--- src/rtl/bsg_cache_dma_to_wormhole_initiator_pkg.sv ---
// Opcode type and opcode selection shared by the cache DMA to wormhole initiator.
package bsg_cache_dma_to_wormhole_initiator_pkg;

  typedef enum logic [1:0] {
    e_cache_wh_read             = 2'd0,
    e_cache_wh_write_non_masked = 2'd1,
    e_cache_wh_write_masked     = 2'd2
  } bsg_cache_wh_opcode_e;

  localparam int wh_opcode_width_gp = 2;

  // A full-mask write skips the mask flit on the wire.
  function automatic bsg_cache_wh_opcode_e wh_opcode_sel(input logic write_not_read,
                                                         input logic mask_full);
    if (!write_not_read)
      return e_cache_wh_read;
    else if (mask_full)
      return e_cache_wh_write_non_masked;
    else
      return e_cache_wh_write_masked;
  endfunction

endpackage

--- src/rtl/bsg_cache_dma_to_wormhole_initiator_counter.sv ---
// Small clear/up/down counter used for flit counts and outstanding reads.
module bsg_cache_dma_to_wormhole_initiator_counter
  #(parameter int max_val_p = 7
   ,parameter int width_p   = (max_val_p > 0) ? $clog2(max_val_p+1) : 1)
  (input  logic               clk_i
  ,input  logic               reset_n_i
  ,input  logic               clear_i
  ,input  logic               up_i
  ,input  logic               down_i
  ,output logic [width_p-1:0] count_o
  );

  // Simultaneous up and down cancel out.
  always_ff @(posedge clk_i or negedge reset_n_i) begin
    if (!reset_n_i)
      count_o <= '0;
    else if (clear_i)
      count_o <= '0;
    else if (up_i & ~down_i)
      count_o <= count_o + width_p'(1);
    else if (down_i & ~up_i)
      count_o <= count_o - width_p'(1);
  end

endmodule

--- src/rtl/bsg_cache_dma_to_wormhole_initiator.sv ---
// Initiator side of the cache wormhole memory protocol: serializes vcache DMA
// requests and evict data into wormhole packets and returns fill data.
module bsg_cache_dma_to_wormhole_initiator
  import bsg_cache_dma_to_wormhole_initiator_pkg::*;
  #(parameter int dma_addr_width_p      = 32
   ,parameter int data_width_p          = 32
   ,parameter int block_size_in_words_p = 8
   ,parameter int dma_data_width_p      = 32
   ,parameter int wh_flit_width_p       = 32
   ,parameter int wh_cid_width_p        = 2
   ,parameter int wh_cord_width_p       = 8
   ,parameter int wh_len_width_p        = 4
   ,parameter int max_out_reads_p       = 4
   ,localparam int data_len_lp      = block_size_in_words_p/(dma_data_width_p/data_width_p)
   ,localparam int dma_pkt_width_lp = 1+dma_addr_width_p+block_size_in_words_p
   ,localparam int link_width_lp    = wh_flit_width_p+2)
  (input  logic                        clk_i
  ,input  logic                        reset_n_i
  ,input  logic [wh_cord_width_p-1:0]  my_cord_i
  ,input  logic [wh_cid_width_p-1:0]   my_cid_i
  ,input  logic [wh_cord_width_p-1:0]  dest_cord_i
  ,input  logic [wh_cid_width_p-1:0]   dest_cid_i
  ,input  logic [dma_pkt_width_lp-1:0] dma_pkt_i
  ,input  logic                        dma_pkt_v_i
  ,output logic                        dma_pkt_yumi_o
  ,output logic [dma_data_width_p-1:0] dma_data_o
  ,output logic                        dma_data_v_o
  ,input  logic                        dma_data_ready_and_i
  ,input  logic [dma_data_width_p-1:0] dma_data_i
  ,input  logic                        dma_data_v_i
  ,output logic                        dma_data_yumi_o
  ,input  logic [link_width_lp-1:0]    wh_link_sif_i
  ,output logic [link_width_lp-1:0]    wh_link_sif_o
  );

  typedef enum logic [2:0] {TX_IDLE, TX_HEADER, TX_ADDR, TX_MASK, TX_DATA} tx_state_e;
  typedef enum logic {RX_HEADER, RX_DATA} rx_state_e;

  localparam int cnt_width_lp  = (data_len_lp > 1) ? $clog2(data_len_lp) : 1;
  localparam int pend_width_lp = $clog2(max_out_reads_p+1);
  localparam logic [cnt_width_lp-1:0]  last_beat_lp = cnt_width_lp'(data_len_lp-1);
  localparam logic [pend_width_lp-1:0] max_reads_lp = pend_width_lp'(max_out_reads_p);

  tx_state_e tx_state_r, tx_state_n;
  rx_state_e rx_state_r, rx_state_n;

  logic                             pkt_wnr;
  logic [dma_addr_width_p-1:0]      pkt_addr;
  logic [block_size_in_words_p-1:0] pkt_mask;
  assign {pkt_wnr, pkt_addr, pkt_mask} = dma_pkt_i;

  bsg_cache_wh_opcode_e             opcode_r;
  logic [dma_addr_width_p-1:0]      addr_r;
  logic [block_size_in_words_p-1:0] mask_r;

  logic                       in_v, in_ready;
  logic [wh_flit_width_p-1:0] in_data;
  assign {in_v, in_data, in_ready} = wh_link_sif_i;

  logic                       out_v, out_ready;
  logic [wh_flit_width_p-1:0] out_data, header_flit;
  logic [wh_len_width_p-1:0]  len;

  logic pkt_yumi, evict_yumi, fill_v;
  logic read_inc, read_dec;
  logic tx_cnt_up, tx_cnt_clr, rx_cnt_up, rx_cnt_clr;
  logic [cnt_width_lp-1:0]  tx_cnt, rx_cnt;
  logic [pend_width_lp-1:0] reads_pending;

  // Header len counts the flits that follow the header.
  always_comb begin
    case (opcode_r)
      e_cache_wh_write_non_masked: len = wh_len_width_p'(1+data_len_lp);
      e_cache_wh_write_masked:     len = wh_len_width_p'(2+data_len_lp);
      default:                     len = wh_len_width_p'(1);
    endcase
  end

  assign header_flit = wh_flit_width_p'({opcode_r, my_cid_i, my_cord_i, dest_cid_i, len, dest_cord_i});

  always_ff @(posedge clk_i or negedge reset_n_i) begin
    if (!reset_n_i) begin
      tx_state_r <= TX_IDLE;
      rx_state_r <= RX_HEADER;
      opcode_r   <= e_cache_wh_read;
      addr_r     <= '0;
      mask_r     <= '0;
    end
    else begin
      tx_state_r <= tx_state_n;
      rx_state_r <= rx_state_n;
      if (pkt_yumi) begin
        opcode_r <= wh_opcode_sel(pkt_wnr, &pkt_mask);
        addr_r   <= pkt_addr;
        mask_r   <= pkt_mask;
      end
    end
  end

  always_comb begin
    tx_state_n = tx_state_r;
    out_v      = 1'b0;
    out_data   = '0;
    pkt_yumi   = 1'b0;
    evict_yumi = 1'b0;
    read_inc   = 1'b0;
    tx_cnt_up  = 1'b0;
    tx_cnt_clr = 1'b0;
    case (tx_state_r)
      TX_IDLE: begin
        pkt_yumi = dma_pkt_v_i & (pkt_wnr | (reads_pending < max_reads_lp));
        if (pkt_yumi) tx_state_n = TX_HEADER;
      end
      TX_HEADER: begin
        out_v    = 1'b1;
        out_data = header_flit;
        if (in_ready) tx_state_n = TX_ADDR;
      end
      TX_ADDR: begin
        out_v    = 1'b1;
        out_data = wh_flit_width_p'(addr_r);
        if (in_ready) begin
          case (opcode_r)
            e_cache_wh_read: begin
              read_inc   = 1'b1;
              tx_state_n = TX_IDLE;
            end
            e_cache_wh_write_non_masked: tx_state_n = TX_DATA;
            default:                     tx_state_n = TX_MASK;
          endcase
        end
      end
      TX_MASK: begin
        out_v    = 1'b1;
        out_data = wh_flit_width_p'(mask_r);
        if (in_ready) tx_state_n = TX_DATA;
      end
      TX_DATA: begin
        out_v      = dma_data_v_i;
        out_data   = dma_data_i;
        evict_yumi = dma_data_v_i & in_ready;
        tx_cnt_up  = evict_yumi;
        if (evict_yumi && (tx_cnt == last_beat_lp)) begin
          tx_cnt_clr = 1'b1;
          tx_state_n = TX_IDLE;
        end
      end
      default: tx_state_n = TX_IDLE;
    endcase
  end

  // The response header len is not inspected; a fill is always one full block.
  always_comb begin
    rx_state_n = rx_state_r;
    out_ready  = 1'b0;
    fill_v     = 1'b0;
    read_dec   = 1'b0;
    rx_cnt_up  = 1'b0;
    rx_cnt_clr = 1'b0;
    case (rx_state_r)
      RX_HEADER: begin
        out_ready = 1'b1;
        if (in_v) rx_state_n = RX_DATA;
      end
      RX_DATA: begin
        fill_v    = in_v;
        out_ready = dma_data_ready_and_i;
        rx_cnt_up = in_v & dma_data_ready_and_i;
        if (rx_cnt_up && (rx_cnt == last_beat_lp)) begin
          rx_cnt_clr = 1'b1;
          read_dec   = 1'b1;
          rx_state_n = RX_HEADER;
        end
      end
      default: rx_state_n = RX_HEADER;
    endcase
  end

  bsg_cache_dma_to_wormhole_initiator_counter
    #(.max_val_p(data_len_lp-1), .width_p(cnt_width_lp))
    tx_count
      (.clk_i(clk_i), .reset_n_i(reset_n_i), .clear_i(tx_cnt_clr)
      ,.up_i(tx_cnt_up), .down_i(1'b0), .count_o(tx_cnt));

  bsg_cache_dma_to_wormhole_initiator_counter
    #(.max_val_p(data_len_lp-1), .width_p(cnt_width_lp))
    rx_count
      (.clk_i(clk_i), .reset_n_i(reset_n_i), .clear_i(rx_cnt_clr)
      ,.up_i(rx_cnt_up), .down_i(1'b0), .count_o(rx_cnt));

  bsg_cache_dma_to_wormhole_initiator_counter
    #(.max_val_p(max_out_reads_p), .width_p(pend_width_lp))
    pending_count
      (.clk_i(clk_i), .reset_n_i(reset_n_i), .clear_i(1'b0)
      ,.up_i(read_inc), .down_i(read_dec), .count_o(reads_pending));

  // Control outputs are forced low for as long as reset is held.
  assign dma_pkt_yumi_o  = pkt_yumi & reset_n_i;
  assign dma_data_yumi_o = evict_yumi & reset_n_i;
  assign dma_data_v_o    = fill_v & reset_n_i;
  assign dma_data_o      = in_data;
  assign wh_link_sif_o   = {out_v & reset_n_i, out_data, out_ready & reset_n_i};

endmodule

--- config.mk ---
export PLATFORM = sky130hd
export DESIGN_NAME = bsg_cache_dma_to_wormhole_initiator
export DESIGN_NICKNAME = d
export VERILOG_FILES = /design/src/rtl/bsg_cache_dma_to_wormhole_initiator_pkg.sv /design/src/rtl/bsg_cache_dma_to_wormhole_initiator_counter.sv /design/src/rtl/bsg_cache_dma_to_wormhole_initiator.sv
export SDC_FILE = /design/constraint.sdc
export NUM_CORES = 1
export LEC_CHECK = 0
export CAP_MARGIN = 20
export CORE_ASPECT_RATIO = 0.5
export CORE_MARGIN = 8
export CORE_UTILIZATION = 35
export DETAILED_ROUTE_END_ITERATION = 12
export PLACE_DENSITY = 0.78
export SLEW_MARGIN = 20
export SYNTH_ARGS = -nofsm -noshare
export SYNTH_HDL_FRONTEND = slang
export SYNTH_SLANG_ARGS = --single-unit
--- constraint.sdc ---
create_clock -name clk_i -period 2.25 [get_ports clk_i]
set_clock_uncertainty 0.05 [all_clocks]
set_input_delay 0.5625 -clock clk_i [delete_from_list [all_inputs] [get_ports clk_i]]
set_output_delay 0.5625 -clock clk_i [all_outputs]
set_load 0.05 [all_outputs]
# Yosys cells after proc, flatten, opt, wreduce, memory -nomap -nowiden
# Cells that the tools add are included.
# Widths: inputs -> output; s select.
[classes]
addsub = 4
magnitude_cmp = 1
eq_ne = 13
muxes = 33
bitwise_logic = 14
reduce_logical = 10
[op_table]
columns = ["operator", "count"]
rows = [
  ["$pmux 32 s4", 1],
  ["$mux 3", 11],
  ["$pmux 3 s5", 1],
  ["$mux 1", 13],
  ["$and 1x1->1", 10],
  ["$ne 2x2->1 const B", 5],
  ["$add 3x1->3 const B", 3],
  ["$eq 3x3->1 const B", 3],
  ["$pmux 4 s2", 1],
  ["$reduce_and 8->1", 1],
  ["$eq 3x2->1 const B", 2],
  ["$pmux 1 s2", 3],
  ["$pmux 3 s2", 1],
  ["$reduce_bool 2->1", 3],
  ["$reduce_and 5->1", 1],
  ["$mux 2", 2],
  ["$eq 3x1->1 const B", 1],
  ["$logic_not 3->1", 1],
  ["$lt 3x3->1 const B", 1],
  ["$not 1->1", 3],
  ["$reduce_or 3->1", 1],
  ["$sub 3x1->3 const B", 1],
  ["$eq 2x1->1 const B", 1],
  ["$eq 2x2->1 const B", 1],
  ["3 further kinds", 4],
]
[totals]
regBits = 55
in_bits = 132
out_inout_bits = 69
word_cells = 83

# Depth between registers and ports, before layout
[depth]
word_depth = 8
mapped_depth = 9
mapped_depth_nobuf = 9

# Hierarchy
# From an unflattened synthesis, not the netlist that was laid out.
[hier_totals]
hier_cells = 344
hier_area_um2 = 3631.0
[by_module_without_submodules]
columns = ["mod", "instances", "cells_per_inst", "area_each_um2", "seq_area_each_um2"]
rows = [
  ["bsg_cache_dma_to_wormhole_initiator", 1, 293, 3060.4, 1151.1],
  ["bsg_cache_dma_to_wormhole_initiator_counter", 3, 17, 190.2, 75.1],
]

# Least setup slack after synthesis
# Ideal clock, no wire load.
[synth_timing]
kind = "reg2out"
from = "register tx_state_r[0]"
to = "output port wh_link_sif_o[10]"
t_arrival_ps = 2194
path_slack_ps = -557
stages_incl_launch_ff = 7
path_cell_list = "dfrtp_1 buf_2 nor2b_1 clkbuf_1 buf_2 a22oi_1 o21ai_0"
[synth_via]
elab_chain_cells = 2
word_cells_on_any_way = 5
cone_classes = "eq/ne: 4; mux: 1"
[synth_rtl]
columns = ["item", "line", "rtl"]
rows = [
  ["from (decl)", "bsg_cache_dma_to_wormhole_initiator.sv:44", "tx_state_e tx_state_r, tx_state_n;"],
  ["from (signal assigned)", "bsg_cache_dma_to_wormhole_initiator.sv:90", "tx_state_r <= tx_state_n;"],
  ["$eq 3x3->1, or another cell as far along", "bsg_cache_dma_to_wormhole_initiator.sv:109", "case (tx_state_r)"],
  ["$pmux 32 s4 (*)", "bsg_cache_dma_to_wormhole_initiator.sv:109", ""],
  ["to (decl)", "bsg_cache_dma_to_wormhole_initiator.sv:33", ",output logic [link_width_lp-1:0] wh_link_sif_o"],
]
# Every way passes the cells marked *; elsewhere a longest branch is shown, timed or not.

# Worst setup path after layout
[layout_timing]
from = "register tx_state_r[2]"
to = "output port wh_link_sif_o[32]"
# The elaborated chain is that of the path after synthesis.

==> metrics.txt <==
# TYPE chip_impl_metric gauge
chip_impl_metric{name="wl_per_cell",unit="um"} 21.27
chip_impl_metric{name="grt_pass1_vias",unit=""} 3101
chip_impl_metric{name="fp.dieArea",unit="um^2"} 13390
chip_impl_metric{name="fmaxAchievable",unit="MHz"} 428.7
chip_impl_metric{name="place_area",unit="um^2"} 5275
chip_impl_metric{name="cts.clk_slew.worst_paths",unit="ps"} 70
chip_impl_metric{name="layoutNonFillerInstCount",unit=""} 578
chip_impl_metric{name="area.sequential",unit="um^2"} 1380
chip_impl_info{name="timing_worst_setup_path_type",value="flop to output port"} 1
chip_impl_info{name="hold_class",value="input pin to asynchronous set/reset pin"} 1
chip_impl_info{name="critical_path.startpoint_type",value="flop"} 1
chip_impl_metric{name="cts.sinks",unit=""} 55
chip_impl_metric{name="boundaryPins",unit=""} 201
chip_impl_metric{name="p_leak",unit="nW"} 2.500
chip_impl_metric{name="synth_cell_type_count",unit=""} 38
chip_impl_info{name="yosys_most_used_dff",value="sky130_fd_sc_hd__dfrtp_1"} 1
chip_impl_metric{name="timing.critical_path.required",unit="ps"} 1640
chip_impl_info{name="outcome",value="complete, but fails checks"} 1
chip_impl_metric{name="synth-seq-area-share",unit="%"} 40.22
chip_impl_metric{name="synthesized_netlist_cell_count",unit=""} 309
chip_impl_metric{name="hold_buffers",unit=""} 0
chip_impl_metric{name="finalCritPeriodShare",unit="%"} 103.7
chip_impl_metric{name="post_route_cells_drive_above_1_share",unit="%"} 43.34
chip_impl_metric{name="antenna_violating_nets_post_route",unit=""} 0
chip_impl_metric{name="final_net_count",unit=""} 584
chip_impl_metric{name="worst_pin_slew",unit="ps"} 612.6
chip_impl_metric{name="syn_to_final_growth",unit="%"} 69.73
chip_impl_metric{name="yosysWarnings",unit=""} 0
chip_impl_metric{name="detail_route.drc_violations",unit=""} 0
chip_impl_metric{name="grt_antenna_before_repair",unit=""} 0
chip_impl_metric{name="drt_pre_antenna_iters",unit=""} 4
chip_impl_metric{name="synth_async_sr_flop_share",unit="%"} 100.0
chip_impl_metric{name="fp.dieW",unit="um"} 155.8
chip_impl_metric{name="clock_insertion_delay_worst_skew",unit="ps"} 300
chip_impl_metric{name="die_y",unit="um"} 85.92
chip_impl_metric{name="htree_num_levels",unit=""} 2
chip_impl_metric{name="groute.usage.overall",unit="%"} 16.16
chip_impl_metric{name="setup_viol",unit=""} 34
chip_impl_metric{name="placement.setup.worst_slack",unit="ps"} -127.3
chip_impl_metric{name="postSynthRegisterBits",unit=""} 55
chip_impl_metric{name="met3_usage",unit="%"} 2.407
chip_impl_metric{name="cts_made_buffers",unit=""} 5
chip_impl_metric{name="slew-limit-headroom",unit="%"} 59.16
chip_impl_metric{name="dp_cells",unit=""} 550
chip_impl_info{name="global_route.peak_usage_layer",value="met2"} 1
chip_impl_metric{name="syn-cell-area",unit="um^2"} 3422
chip_impl_metric{name="finalWorstSetupSlack",unit="ps"} -82.56
chip_impl_metric{name="critical_path_arrival",unit="ps"} 1720
chip_impl_info{name="clock_tree_from_tritoncts",value="done"} 1
chip_impl_metric{name="detail_route.wirelength",unit="mm"} 12.30
chip_impl_metric{name="initial_core_util",unit="%"} 36.11
chip_impl_metric{name="final.setup.tns",unit="ps"} -1505
chip_impl_metric{name="syn_nets",unit=""} 451
chip_impl_metric{name="worst-path-max-fanout",unit=""} 7
chip_impl_metric{name="grt_start_max_net_pins",unit=""} 49
chip_impl_info{name="worstSetupEndpointType",value="output port"} 1
chip_impl_metric{name="avgViaCountPerCell",unit=""} 5.144
chip_impl_info{name="grt_setup_unrepaired",value="yes"} 1
chip_impl_metric{name="multiInputGateArea",unit="um^2"} 1946
chip_impl_info{name="violations",value="negative setup slack"} 1
chip_impl_metric{name="routabilityCongestion",unit=""} 0.7793
chip_impl_metric{name="postLayoutCellArea",unit="um^2"} 5808
chip_impl_metric{name="global_route_wire_length_before_repair",unit="mm"} 17.12
chip_impl_metric{name="peakVddDrop",unit="V"} 0.0006974
chip_impl_metric{name="finalMaxSlewViolations",unit=""} 0
chip_impl_metric{name="power_per_cell_area",unit="nW/um^2"} 1617
chip_impl_metric{name="detailedPlacementHpwl",unit="mm"} 8.302
chip_impl_metric{name="grtUsageMet2",unit="%"} 31.60
chip_impl_metric{name="use_met1",unit="%"} 17.75
chip_impl_metric{name="coreArea",unit="um^2"} 9478
chip_impl_metric{name="initialDrtViolationCount",unit=""} 165
chip_impl_metric{name="grt-ovfl-total",unit=""} 0
chip_impl_metric{name="syn_avg_cell_area",unit="um^2"} 11.07
chip_impl_metric{name="number_of_synthesized_flops_with_an_enable_pin",unit=""} 0
chip_impl_metric{name="final.fill_count",unit=""} 653
chip_impl_metric{name="timing.final.hold_violations",unit=""} 0
chip_impl_metric{name="report.power.total",unit="mW"} 9.391
chip_impl_metric{name="std_cell_rows",unit=""} 25
chip_impl_metric{name="dr_total_vias",unit=""} 2973
chip_impl_metric{name="port-buffer-count",unit=""} 136
chip_impl_metric{name="diodes",unit=""} 0
chip_impl_metric{name="max-cap-violations",unit=""} 0
chip_impl_metric{name="layout.core_utilization",unit="%"} 61.28
chip_impl_metric{name="cts-root-to-sink-buffers",unit=""} 2
chip_impl_info{name="cts.root.buffer_cell",value="sky130_fd_sc_hd__clkbuf_16"} 1
chip_impl_metric{name="post-route-min-period",unit="ps"} 2333
chip_impl_metric{name="whs",unit="ps"} 232.5
==> layout by cell type (no fill, tap or decap), drive strengths merged, types with 2 or more instances in the layout <==
cell,synthesis,routed
a21oi,2,2
a22oi,32,32
and3,3,3
buf,46,80
clkbuf,8,8
clkdlybuf4s50,0,97
dfrtp,55,55
ha,9,9
inv,7,7
mux2,45,45
mux2i,8,8
nand2,20,20
nand2b,3,3
nand3,3,3
nand4,4,4
nor2,14,14
nor2b,5,5
nor3,2,2
o21a,2,2
o21ai,19,19
o22ai,8,8
xor2,2,2
==> flip-flops by register name, summed over array words and instances (netlist names) <==
register	flops
addr_r	32
mask_r	8
opcode_r	2
pending_count.count_o	3
rx_count.count_o	3
rx_state_r	1
tx_count.count_o	3
tx_state_r	3
==> layer usage <==
metal	wire length, um	up-vias
met5	0	-
met3	440	30
met4	306	0
met1	4704	1530
met2	6845	66
li1	-	1347
==> final cells by class <==
| cell class | instances | share of cell area (%) |
|---|---|---|
| Inverter | 7 | 0.4524 |
| Clock inverter | 2 | 0.2154 |
| Tap cell | 135 | 2.908 |
| Timing Repair Buffer | 180 | 36.95 |
| Multi-Input combinational cell | 193 | 33.50 |
| Sequential cell | 55 | 23.76 |
| Clock buffer | 6 | 2.219 |
==> repair_timing <==
action	4_1_cts	5_1_grt
gates resized for setup	22	24
endpoints found under the setup margin	35	36
pin swaps	5	20
gates cloned	0	3
setup buffers	8	11
==> where the power goes <==
part	switching [mW]	total, mW	internal (mW)
clock network	0.362	0.774	0.412
registers	0.398	1.87	1.47
logic	3.38	6.75	3.37
==> path summary, 6_finish.rpt <==
check,start,end,slack (ps),cells after the start
setup / recovery,tx_state_r[2]$_DFFE_PN0P_,wh_link_sif_o[32],-80,5
setup reg to reg,opcode_r[0]$_DFFE_PN0P_,pending_count.count_o[2]$_DFFE_PN0P_,80,9
hold / removal,reset_n_i,pending_count.count_o[2]$_DFFE_PN0P_,230,2
hold reg to reg,rx_count.count_o[2]$_DFFE_PN0P_,rx_count.count_o[2]$_DFFE_PN0P_,450,2
min in group clk_i,rx_count.count_o[2]$_DFFE_PN0P_,rx_count.count_o[2]$_DFFE_PN0P_,450,2
max in group asynchronous,reset_n_i,tx_state_r[1]$_DFFE_PN0P_,1260,2
==> Yosys cell counts (8+ instances only) <==
| library cell | n | area, um^2 |
|---|---|---|
| sky130_fd_sc_hd__dfrtp_1 | 55 | 1376 |
| sky130_fd_sc_hd__mux2_4 | 37 | 555.5 |
| sky130_fd_sc_hd__a22oi_1 | 32 | 240.2 |
| sky130_fd_sc_hd__buf_4 | 32 | 240.2 |
| sky130_fd_sc_hd__nand2_1 | 19 | 71.32 |
| sky130_fd_sc_hd__o21ai_0 | 19 | 95.09 |
| sky130_fd_sc_hd__nor2_1 | 14 | 52.55 |
| sky130_fd_sc_hd__buf_2 | 9 | 45.04 |
| sky130_fd_sc_hd__ha_1 | 9 | 112.6 |
| sky130_fd_sc_hd__clkbuf_1 | 8 | 30.03 |
| sky130_fd_sc_hd__mux2_2 | 8 | 90.09 |
| sky130_fd_sc_hd__mux2i_1 | 8 | 80.08 |
| sky130_fd_sc_hd__o22ai_1 | 8 | 50.05 |
==> kinds of logic after synthesis <==
kind of cell | synth area share (%)
AOI/OAI and AO/OA | 13.75
xor gates and xnor gates | 0.7680
adders and majority gates | 3.876
buffers and inverters | 11.41
DFF | 40.22
muxes | 21.21
and+or+nand+nor | 8.775
==> critical path, stage by stage, from the launching register on <==
cell and delay (ps):
sky130_fd_sc_hd__dfrtp_2 470, sky130_fd_sc_hd__buf_4 170, sky130_fd_sc_hd__nor2b_2 290, sky130_fd_sc_hd__a22oi_1 170, sky130_fd_sc_hd__nor2_2 170, sky130_fd_sc_hd__buf_12 150
Note: power is estimated with default switching activity, not from simulation.
